--- config.mk ---
export PLATFORM = sky130hd
export DESIGN_NAME = memwrite_capture_fifo
export DESIGN_NICKNAME = d
export VERILOG_FILES = /design/src/rtl/memwrite_capture_fifo_pkg.sv /design/src/rtl/memwrite_capture_fifo_wfifo_core.sv /design/src/rtl/memwrite_capture_fifo.sv
export SDC_FILE = /design/constraint.sdc
export NUM_CORES = 1
export LEC_CHECK = 0
export CAP_MARGIN = 20
export CORE_MARGIN = 2
export CORE_UTILIZATION = 41
export DETAILED_ROUTE_END_ITERATION = 7
export DONT_BUFFER_PORTS = 1
export GPL_TIMING_DRIVEN = 0
export SLEW_MARGIN = 25
export SYNTH_ARGS = -nofsm -noshare
export SYNTH_HDL_FRONTEND = slang
export SYNTH_SLANG_ARGS = --single-unit
--- constraint.sdc ---
create_clock -name clk -period 2 [get_ports clk]
set_clock_uncertainty 0.1 [all_clocks]
set_input_delay 0.1 -clock clk [delete_from_list [all_inputs] [get_ports clk]]
set_output_delay 0.1 -clock clk [all_outputs]
set_load 0.01 [all_outputs]
--- src/rtl/memwrite_capture_fifo_pkg.sv ---
// Shared constants and types for the store-capture FIFO.
package memwrite_capture_fifo_pkg;

  // Default bus geometry of the 8-bit multicycle MIPS store path.
  localparam int unsigned WIDTH_DEF = 8;
  localparam int unsigned DEPTH_DEF = 4;
  localparam int unsigned PTRW_DEF  = 2;

  // Result address the CPU writes its final answer to.
  localparam logic [WIDTH_DEF-1:0] RESULT_ADR = 8'hEE;

  // Occupancy update selected each cycle by the accepted push/pop pair.
  typedef enum logic [1:0] {
    OCC_HOLD = 2'b00,
    OCC_POP  = 2'b01,
    OCC_PUSH = 2'b10,
    OCC_BOTH = 2'b11
  } occ_op_e;

  // Build the occupancy operation from accepted push and pop.
  function automatic occ_op_e occ_op(input logic push_acc, input logic pop_acc);
    return occ_op_e'({push_acc, pop_acc});
  endfunction

endpackage

--- src/rtl/memwrite_capture_fifo_wfifo_core.sv ---
// Generic first-word-fall-through FIFO with separate occupancy counter.
module wfifo_core
  import memwrite_capture_fifo_pkg::*;
#(
  parameter int unsigned DW    = 16,
  parameter int unsigned DEPTH = 4,
  parameter int unsigned PTRW  = 2
) (
  input  logic            clk,
  input  logic            reset,
  input  logic            push,
  input  logic            pop,
  input  logic [DW-1:0]   wdata,
  output logic [DW-1:0]   rdata_c,
  output logic [PTRW:0]   count,
  output logic            full,
  output logic            empty
);

  localparam int unsigned CNTW = PTRW + 1;

  logic [DW-1:0]   mem [DEPTH];
  logic [PTRW-1:0] wr_ptr;
  logic [PTRW-1:0] rd_ptr;
  logic [CNTW-1:0] count_nxt;
  logic            push_acc;
  logic            pop_acc;

  // A push is accepted unless full; a simultaneous pop frees the slot.
  assign pop_acc  = pop & ~empty;
  assign push_acc = push & (~full | pop_acc);

  // Head is masked to zero while nothing is queued.
  assign rdata_c = empty ? '0 : mem[rd_ptr];

  // Next occupancy from the accepted push/pop pair.
  always_comb begin
    count_nxt = count;
    case (occ_op(push_acc, pop_acc))
      OCC_PUSH: count_nxt = count + CNTW'(1);
      OCC_POP:  count_nxt = count - CNTW'(1);
      default:  count_nxt = count;
    endcase
  end

  // Storage write; contents need no reset since reads are masked by empty.
  always_ff @(posedge clk) begin
    if (push_acc) begin
      mem[wr_ptr] <= wdata;
    end
  end

  // Pointers, occupancy and registered full/empty flags.
  always_ff @(posedge clk or negedge reset) begin
    if (!reset) begin
      wr_ptr <= '0;
      rd_ptr <= '0;
      count  <= '0;
      full   <= 1'b0;
      empty  <= 1'b1;
    end else begin
      if (push_acc) wr_ptr <= wr_ptr + PTRW'(1);
      if (pop_acc)  rd_ptr <= rd_ptr + PTRW'(1);
      count <= count_nxt;
      full  <= (count_nxt == CNTW'(DEPTH));
      empty <= (count_nxt == '0);
    end
  end

endmodule

--- src/rtl/memwrite_capture_fifo.sv ---
// Captures CPU stores into a FIFO, flags overflow and watched-address hits.
module memwrite_capture_fifo
  import memwrite_capture_fifo_pkg::*;
#(
  parameter int unsigned WIDTH = WIDTH_DEF,
  parameter int unsigned DEPTH = DEPTH_DEF,
  parameter int unsigned PTRW  = PTRW_DEF
) (
  input  logic             clk,
  input  logic             reset,
  input  logic             memwrite,
  input  logic [WIDTH-1:0] adr,
  input  logic [WIDTH-1:0] writedata,
  input  logic [WIDTH-1:0] watch_adr,
  input  logic             clr_ovf,
  output logic             out_valid,
  input  logic             out_ready,
  output logic [WIDTH-1:0] out_adr,
  output logic [WIDTH-1:0] out_data,
  output logic [PTRW:0]    count,
  output logic             full,
  output logic             overflow,
  output logic             hit,
  output logic [WIDTH-1:0] hit_data
);

  logic [2*WIDTH-1:0] head_c;
  logic               empty;
  logic               pop;
  logic               drop;

  assign out_valid = ~empty;
  assign pop       = out_valid & out_ready;
  assign drop      = memwrite & full & ~pop;
  assign out_adr   = head_c[2*WIDTH-1:WIDTH];
  assign out_data  = head_c[WIDTH-1:0];

  wfifo_core #(
    .DW    (2 * WIDTH),
    .DEPTH (DEPTH),
    .PTRW  (PTRW)
  ) u_core (
    .clk     (clk),
    .reset   (reset),
    .push    (memwrite),
    .pop     (pop),
    .wdata   ({adr, writedata}),
    .rdata_c (head_c),
    .count   (count),
    .full    (full),
    .empty   (empty)
  );

  // Sticky overflow; a drop in the same cycle beats the clear.
  always_ff @(posedge clk or negedge reset) begin
    if (!reset) begin
      overflow <= 1'b0;
    end else if (drop) begin
      overflow <= 1'b1;
    end else if (clr_ovf) begin
      overflow <= 1'b0;
    end
  end

  // Watch compare runs regardless of FIFO state, including dropped stores.
  always_ff @(posedge clk or negedge reset) begin
    if (!reset) begin
      hit      <= 1'b0;
      hit_data <= '0;
    end else begin
      hit <= memwrite & (adr == watch_adr);
      if (memwrite && (adr == watch_adr)) begin
        hit_data <= writedata;
      end
    end
  end

endmodule

---- Yosys cells after proc, flatten, opt, wreduce, memory -nomap -nowiden ----
Memory sizes are Yosys's and may differ from the RTL's.
Cells that the tools add are included.
word-level totals
  memories ................................ 1
  logic and storage cells ................. 36
  bits in read-only memories .............. 0
  RAM bits ................................ 64
  bits in latches ......................... 0
  flip-flop bits (word level) ............. 19
  output and inout bits ................... 31
memory list
  memory      depth  width  rd ports  clocked after memory_dff  write ports  RTL line                                text
  u_core.mem  4      16     1         0                         1            memwrite_capture_fifo_wfifo_core.sv:22  logic [DW-1:0] mem [DEPTH];
operators by class
  $add $sub $neg .......................... 4
  reduce and logical (&&, ||, !) cells .... 3
  shift operators ......................... 0
  multipliers ............................. 0
  multiplexer cells ....................... 6
  equality and inequality tests ........... 4
  magnitude comparators ................... 0
  bitwise logic cells ..................... 10
  div/mod/pow operators ................... 0
operators with widths
  operator                                                                count
  16-bit 2-to-1 mux                                                       1
  8-bit equality test                                                     1
  1-bit AND                                                               6
  3-bit one-hot mux with 2 select lines                                   1
  2-bit by 1-bit adder with 2-bit output (second input constant)          2
  1-bit 2-to-1 mux                                                        4
  3-bit by 1-bit adder with 3-bit output (second input constant)          1
  3-bit equality test (second input constant)                             1
  3-bit logical NOT                                                       1
  1-bit NOT                                                               3
  3-bit by 1-bit subtractor with 3-bit output (second input constant)     1
  2-bit by 1-bit equality test with 1-bit output (second input constant)  1
  2-bit equality test (second input constant)                             1
  2-bit nonzero test                                                      1
  1-bit logical AND                                                       1
  1-bit bitwise OR                                                        1

---- Logic depth before layout (Yosys ltp) ----
Gate-level depths: netlist of run 1.
  depth after elaboration ................. 8
  depth in mapped cells ................... 10
  mapped depth without buffers ............ 10

---- Modules after synthesis ----
From an unflattened synthesis of run 1, not the netlist that was laid out.
unflattened totals
  cell total of the unflattened synthesis .. 183
  area, all modules ....................... 3398.3 sq um
by module, submodules not included
  module                 cells each  area an instance (sq um)  seq. area each (sq um)  instances
  wfifo_core             147         2927.8                    2148.3                  1
  memwrite_capture_fifo  36          470.5                     250.2                   1

---- Least setup slack after synthesis of run 1 ----
Ideal clock, no wire load.
  kind .................................... reg2reg
  start ................................... reg u_core.empty
  end ..................................... reg u_core.full
  setup slack ............................. -0.173 ns
  cell stages (with the launch flop) ...... 11
  library setup time ...................... 0.066 ns
  arrival time ............................ 2.007 ns
  cells stage by stage .................... dfstp_2 > nand2b_1 > nand2_1 > and2_1 > inv_1 > ha_1 > fa_1 > xnor2_1 > nor2_1 > xor2_1 > and2_1
on the way
  cells in the longest elaborated chain, start to end .. 8
  elaborated cells between the ends (all ways) .. 9
  those cells by class .................... 3 x eq/ne; 1 x mux; 5 x bitwise
ends and longest elaborated chain
  element                                                                                       RTL line                                                             text
  start: declaration                                                                            memwrite_capture_fifo_wfifo_core.sv:17                               output logic empty
  start signal: assignment                                                                      memwrite_capture_fifo_wfifo_core.sv:66                               empty <= (count_nxt == '0);
  1-bit NOT (*)                                                                                 memwrite_capture_fifo_wfifo_core.sv:30, memwrite_capture_fifo.sv:32
  1-bit AND                                                                                     memwrite_capture_fifo.sv:33                                          assign pop = out_valid & out_ready;
  1-bit AND (*)                                                                                 memwrite_capture_fifo_wfifo_core.sv:30                               assign pop_acc = pop & ~empty;
  1-bit bitwise OR                                                                              memwrite_capture_fifo_wfifo_core.sv:31                               assign push_acc = push & (~full | pop_acc);
  1-bit AND                                                                                     memwrite_capture_fifo_wfifo_core.sv:31
  2-bit by 1-bit equality test with 1-bit output / 2-bit equality test (equally long branches)  memwrite_capture_fifo_wfifo_core.sv:39                               case (occ_op(push_acc, pop_acc))
  3-bit one-hot mux with 2 select lines (*)                                                     memwrite_capture_fifo_wfifo_core.sv:39
  net u_core.count_nxt[2]                                                                       memwrite_capture_fifo_wfifo_core.sv:25                               logic [CNTW-1:0] count_nxt;
  3-bit equality test (*)                                                                       memwrite_capture_fifo_wfifo_core.sv:65                               full <= (count_nxt == CNTW'(DEPTH));
  end signal: assignment                                                                        memwrite_capture_fifo_wfifo_core.sv:65
  end: declaration                                                                              memwrite_capture_fifo_wfifo_core.sv:16                               output logic full,
Mark *: on every way through the listed nets, which the timed path passes. The rest lies on a longest branch.
A chain may end at the register's enable or synchronous reset.

---- Worst setup path in the final report of run 1 ----
Same ends and word-level chain as after synthesis.

==> results of run 1 <==
## how the worst max path moves through the flow
stage / start / to / slack, ns / cells past startpoint
detailed placement: u_core.empty / u_core.full / -0.15 / 10
global placement: u_core.empty / u_core.full / -0.09 / 10
global route: u_core.empty / u_core.full / -0.19 / 10
CTS: u_core.empty / u_core.full / -0.07 / 10
floorplan: u_core.empty / u_core.full / -0.01 / 10
finish: u_core.empty / u_core.full / -0.1 / 10
## cell families after synthesis
family,count (synthesis),synth area share (%)
flops,83,71.5
simple gates,34,6.15
mux,26,14.1
xor+xnor,14,3.65
buf+inv,12,1.86
fa+ha+maj,6,2.46
compound gates,2,0.298
## final cells by class
| class | instances | area (µm²) |
|---|---|---|
| inverter | 7 | 26.3 |
| sequential | 83 | 2400 |
| clock inverter | 6 | 56.3 |
| multi-input combinational | 82 | 932 |
| tap | 102 | 128 |
| buffer | 5 | 57.6 |
| fill | 686 | 3790 |
| timing repair buffer | 35 | 328 |
| clock buffer | 10 | 128 |
## state kept, by name (all words and copies together) (netlist names), 2 cells and up
name,flops
u_core.count,3
u_core.wr_ptr,2
u_core.mem,64
u_core.rd_ptr,2
hit_data,8
## stage by stage
step                setup TNS (ns)  utilization, %
floorplan                  -0.0147               -
global placement            -0.100            44.7
detailed placement          -0.303            44.7
CTS                         -0.141            51.2
global route                -0.563            51.7
finish                      -0.235            51.7
## power breakdown
group	switching (mW)	internal (mW)	total, mW
registers	0.170	2.24	2.41
clock network	0.551	0.566	1.12
logic	0.857	0.865	1.72
total	1.58	3.68	5.25
## layout by cell type, fill, tap and decap left out, drive strengths merged, types with 7 or more instances in the layout
master,Yosys,routed
xnor2,13,13
inv,7,7
dlygate4sd3,0,26
dfrtp,18,18
and2,18,18
mux2,10,10
buf,4,13
mux4,16,16
edfxtp,64,64
clkbuf,1,11
## routing by layer
metal  wire length [µm]  track usage, %
met1               2520            17.1
met2               3290            26.5
met3                258            3.51
met4                110            7.73
met5                  0               0
## what timing repair did
| item | 4_1_cts | 5_1_grt |
|---|---|---|
| pin swaps | 7 | 1 |
| hold endpoints to repair | 96 | 0 |
| resized for setup | 6 | 5 |
| setup buffers | 6 | 3 |
| setup endpoints to repair | 13 | 44 |
| hold buffers | 26 | 0 |
## worst reg2reg max path, delay by kind of cell, from the launching register on
family	cells	cell delay (ns)
xor+xnor	2	0.38
fa+ha+maj	2	0.49
buf+inv	1	0.04
flops	1	0.37
simple gates	5	0.66
==> impl_results.md, run 1 <==
* Worst-Skew Late Latency at 0.34 ns
* TritonCTS clock tree: done
* Routability cong. at between 0.6 and 0.7
* Startpoint types: flip-flop
* Unique masters post-synth at 24
* Max-cap check violation count at 0
* Final total power at ~5.3 mW
* Initial DRC count at 53
* Placed cells at between 200 and 300
* Largest net degree at the start of global routing at 20
* Non-filler cells, final at 330
* Post-Syn Nets at approximately 210
* Ratio of cells with drive above 1 in the final layout at around 29%
* First-pass DRT Iterations at 4
* Final min period at 2.10 ns
* Final worst slack at -0.0987 ns
* Hold Path End: hit
* Commonest cells post-synth: edfxtp_1, and2_1, dfrtp_1
* Number of diodes at 0
* Most instantiated library cell after synthesis: edfxtp_1
* Slew HR at 39.9%
* Post-synth EDFFs at 64
* Syn Area/Cell at 19.0 µm²
* Syn Inst Count at 177
* Post-synthesis sequential area ratio at between 70 and 80%
* Reg clk slew, reported paths at around 0.08 ns
* Vias in the first global route at 1850
* Least-Margin Pin Slew at 0.899 ns
* Max incr delay on CP at roughly 0.37 ns
* Min-Delay Startpoint: adr[5]
* Dpl cell area at around 3500 µm²
* Synthesis warning total at 0
* Number of core rows at 32
* Vias per cell at a little over 5
* Quantity of I/O buffers inserted on ports at 0
* Final slew viol count at 0
* Core Footprint at approximately 8000 µm²
* P_leak at approximately 1.5 nW
* Pwr dens at around 1300 nW/µm²
* Critical R2R Launch: u_core.empty
* DR vias at approximately 1700
* GR Overflow Total at 0
* Crit Path Max Fanout at 4
* WL/cell at between 15 and 20 µm
* CP top delay family: simple AND/OR/NAND/NOR gates
* Primary FF master, synth: edfxtp_1
* Antenna Nets Post-Route at 0
* R2R depth at 10
* Final worst path period share at 105%
* TritonCTS Buffers at 9
* Failing checks: negative setup slack
* Crit path cell chain: nand2b_4 > nand2_4 > and2_4 > inv_2 > ha_4 > fa_2 > xnor2_1 > nor2_1 > xor2_1 > and2_1
* Critical Path Sink Type: flip-flop
* R2R Path End: u_core.full
* Worst Path Arrival at roughly 2.3 ns
* Worst Path Required at between 2 and 2.5 ns
* CTS max path bufs at 2
* DIE AREA at a little under 9000 µm²
* Clock sinks at just over 80
* Tot GR Track Use at between 10% and 20%
* Chip height at 94.5 µm
* Top cell type's share of synthesized area at between 50% and 60%
* Fmax at roughly 0.48 GHz
* DR DRC count at 0
* RSZ-0062 raised after global routing: true
* Top post-synthesis cells by area: edfxtp_1, dfrtp_1, mux4_2
* Mapped cell area at ~3400 µm²
* Final hold viol count at 0
* WL final at around 6200 µm
* Hold Path Cell Cnt at 3
* Antenna violations before repair at 0
* First-pass GRT wire length at 9580 µm
* Reg-to-reg setup timing slack at -0.1 ns
* Fin Hold WS at roughly 0.04 ns
* Root buf cell: clkbuf_8
* Place WS at -0.146 ns
* Worst path buffer plus inverter count at 1
* Cell accounting for the most synthesized area: edfxtp_1
* Final setup violation count at 4
* Initial Utilization at 42.8%
* Status: finished with violations
* Final #Nets at about 260
* Share of synthesized registers carrying an async set or reset at between 20% and 30%
* IR drop worst, VDD at 0.000662 V
* Worst Setup Path Type: reg -> reg
* Syn-to-layout area delta at 20.8%
* Chip width at about 94 µm
* H-Tree Depth at 3
* Post-DP HPWL at ~4000 µm
* Post-route cell area at slightly above 4000 µm²
* Hold crit path type: in -> reg
* Crit-path slowest cell: dfstp_2
* IO Count at 60
* Seq cells post-synth at 83
Power figures use the tool's default switching activity.
==> inputs of run 2 (changes only) <==
CORE_UTILIZATION = 55   (was 41)
PLACE_DENSITY_LB_ADDON = 0.25   (was default)
SKIP_CTS_REPAIR_TIMING = 1   (was default)
==> run 2 against run 1 <==
The run ends with negative hold slack, negative setup slack left. Worst hold slack worse by 0.053 ns. Routed wire length fell by 4.4%. Via count shrank 1.5%. Sequential power is essentially flat.
==> impl_results.md, run 2 (same netlist as run 1, synthesis figures left out) <==
* Status: finished with violations
* Failing checks: negative hold slack, negative setup slack
* Initial DRC count at 106 (+100%)
* Final worst path period share at 107% (+2.5 points)
* Max incr delay on CP at 0.38 ns (about the same)
* Initial Utilization at 56.7% (+14 points)
* TritonCTS clock tree: done
* Crit-path slowest cell: dfstp_2
* Fin Hold WS at -0.0119 ns (-0.0525 ns)
* Clock share of power at 19.1% (-2.2 points)
* Final hold viol count at 1 (+1)
* Antenna violations before repair at 0 (unchanged)
* Switch Pwr at 1.53 mW (-2.9%)
* Critical Path Sink Type: flip-flop
* Seq pwr share at 47.5% (+1.5 points)
* Routability cong. at 0.694 (+8.4%)
* Worst path buffer plus inverter count at 1 (unchanged)
* DIE AREA at 6740 µm² (-24%)
* Final setup violation count at 4 (unchanged)
* Final #Nets at 254 (-1.6%)
* Place WS at -0.154 ns (-0.00831 ns)
* Final min period at 2.15 ns (+0.0494 ns)
* First-pass DRT Iterations at 4 (unchanged)
* Fillers at 396 (-42%)
* Startpoint types: flip-flop
* Syn-to-layout area delta at 17.8%
* Antenna Nets Post-Route at 0 (unchanged)
* Vias per cell at 5.50 (+8.7%)
* Clock sinks at 83 (unchanged)
* Final worst slack at -0.148 ns (-0.0494 ns)
* Least-Margin Pin Slew at 0.890 ns (-0.00914 ns)
* Chip height at 82.1 µm (-13%)
* H-Tree Depth at 3 (unchanged)
* Largest regs: u_core.mem (64), hit_data (8), u_core.count (3)
* Logic pwr share at 33.5% (+0.7 points)
* Net Sw Frac at 30.1% (about the same)
* Tot GR Track Use at 18.3% (+3.3 points)
* First-pass GRT wire length at 8490 µm (-11%)
* Pint at 3.57 mW (-2.9%)
* Vias in the first global route at 1666 (-9.9%)
* Worst-Skew Late Latency at 0.34 ns (about the same)
* Pwr dens at 1290 nW/µm² (-0.43%)
* IR drop worst, VDD at 0.000808 V (+22%)
* Root buf cell: clkbuf_8
* Fmax at 0.466 GHz (-2.3%)
* Chip width at 82.1 µm (-13%)
* P_leak at 1.45 nW (-1.9%)
* Total Neg Setup Slack at -0.393 ns (-0.159 ns)
* DR vias at 1644 (-1.5%)
* Final slew viol count at 0 (unchanged)
* Ratio of cells with drive above 1 in the final layout at 27.2% (-1.3 points)
* Worst Path Arrival at 2.33 ns (+0.04 ns)
* Post-DP HPWL at 3820 µm (-2.2%)
* Slew HR at 40.5% (+0.61 points)
* Reg with most FFs: u_core.mem
* Core Footprint at 5920 µm² (-25%)
* Quantity of I/O buffers inserted on ports at 0 (unchanged)
* CTS max path bufs at 2 (unchanged)
* Worst Setup Path Type: reg -> reg
* WL final at 5910 µm (-4.4%)
* GR Overflow Total at 0 (unchanged)
* Crit path cell chain: nand2b_4 > nand2_4 > and2_4 > inv_2 > ha_4 > fa_2 > xnor2_2 > nor2_1 > xor2_1 > and2_1
* Max reg flops at 64 (unchanged)
* Reg clk slew, reported paths at 0.08 ns (about the same)
* Worst Path Required at 2.18 ns (about the same)
* Number of diodes at 0 (unchanged)
* Crit Path Max Fanout at 4 (unchanged)
* TritonCTS Buffers at 9 (unchanged)
* Most common cell after layout, fill and taps aside: edfxtp_1
* IO Count at 60 (unchanged)
* Number of core rows at 28 (-13%)
* CP top delay family: simple AND/OR/NAND/NOR gates
* Most frequent cells in the layout: edfxtp_1, dlygate4sd3_1, dfrtp_1
* Max-cap check violation count at 0 (unchanged)
* RSZ-0062 raised after global routing: true
* Largest net degree at the start of global routing at 20 (unchanged)
* Hold crit path type: in -> reg
* DR DRC count at 0 (unchanged)
* WL/cell at 19.8 µm (+5.5%)
-- run 2: cell types whose count changed in the layout (fill, tap and decap cells not counted), sizes merged --
| cell | delta |
|---|---|
| clkbuf | +3 |
| bufinv | -1 |
| dlygate4sd3 | -4 |
| clkinv | -2 |
-- run 2: final timing paths --
kind                              start          endpoint  slack, ns  depth (start not counted)
setup / recovery           u_core.empty       u_core.full      -0.15                         10
hold / removal                   adr[0]               hit      -0.01                          3
min in group asynchronous         reset          overflow       0.23                          1
setup reg to reg           u_core.empty       u_core.full      -0.15                         10
hold reg to reg             hit_data[0]       hit_data[0]       0.48                          1
max in group asynchronous         reset  u_core.rd_ptr[0]       1.02                          1
-- run 2: routing by layer --
layer | wire length, µm | vias to the layer above | global-route usage [%] | part of all wire [%]
li1 | - | 755 | - | -
met1 | 2370 | 833 | 22.2 | 40
met2 | 3120 | 46 | 30.2 | 53
met3 | 309 | 10 | 6.09 | 5.2
met4 | 110 | 0 | 8.00 | 1.9
met5 | 0 | - | 0 | 0
-- run 2: area by class of cell --
class / instances / area [µm²] / share of cell area [%]
Buffer: 5 / 56.3 / 1.42
Clock buffer: 13 / 139 / 3.51
Clock inverter: 3 / 15.0 / 0.380
Inverter: 7 / 26.3 / 0.665
Multi-Input combinational cell: 82 / 936 / 23.7
Sequential cell: 83 / 2400 / 60.7
Tap cell: 75 / 93.8 / 2.37
Timing Repair Buffer: 31 / 288 / 7.28
-- run 2: worst reg2reg max path, delay by kind of cell, from the launching register on --
family                   cells  cell delay (ns)
buffers and inverters        1             0.04
adder cells (fa/ha/maj)      2             0.52
XOR/XNOR                     2             0.37
flip-flops                   1             0.38
AND/OR/NAND/NOR              5             0.67
-- run 2: stage by stage --
step	total power [mW]	std cells	cell area, µm²	utilization [%]
floorplan	3.64	177	3380	-
finish	5.10	299	3950	66.8
global placement	3.87	252	3480	58.7
global route	5.40	299	3950	66.8
CTS	4.93	268	3630	61.3
detailed placement	3.97	252	3480	58.7
-- run 2: power by group through the flow --
stage          combinational, mW  sequential (mW)  clock (mW)
3_5_place_dp                1.51             2.45           0
3_3_place_gp                1.45             2.42           0
2_1_floorplan               1.24             2.40           0
5_1_grt                     1.87             2.45        1.07
4_1_cts                     1.51             2.42       0.999
6_report                    1.71             2.42       0.972
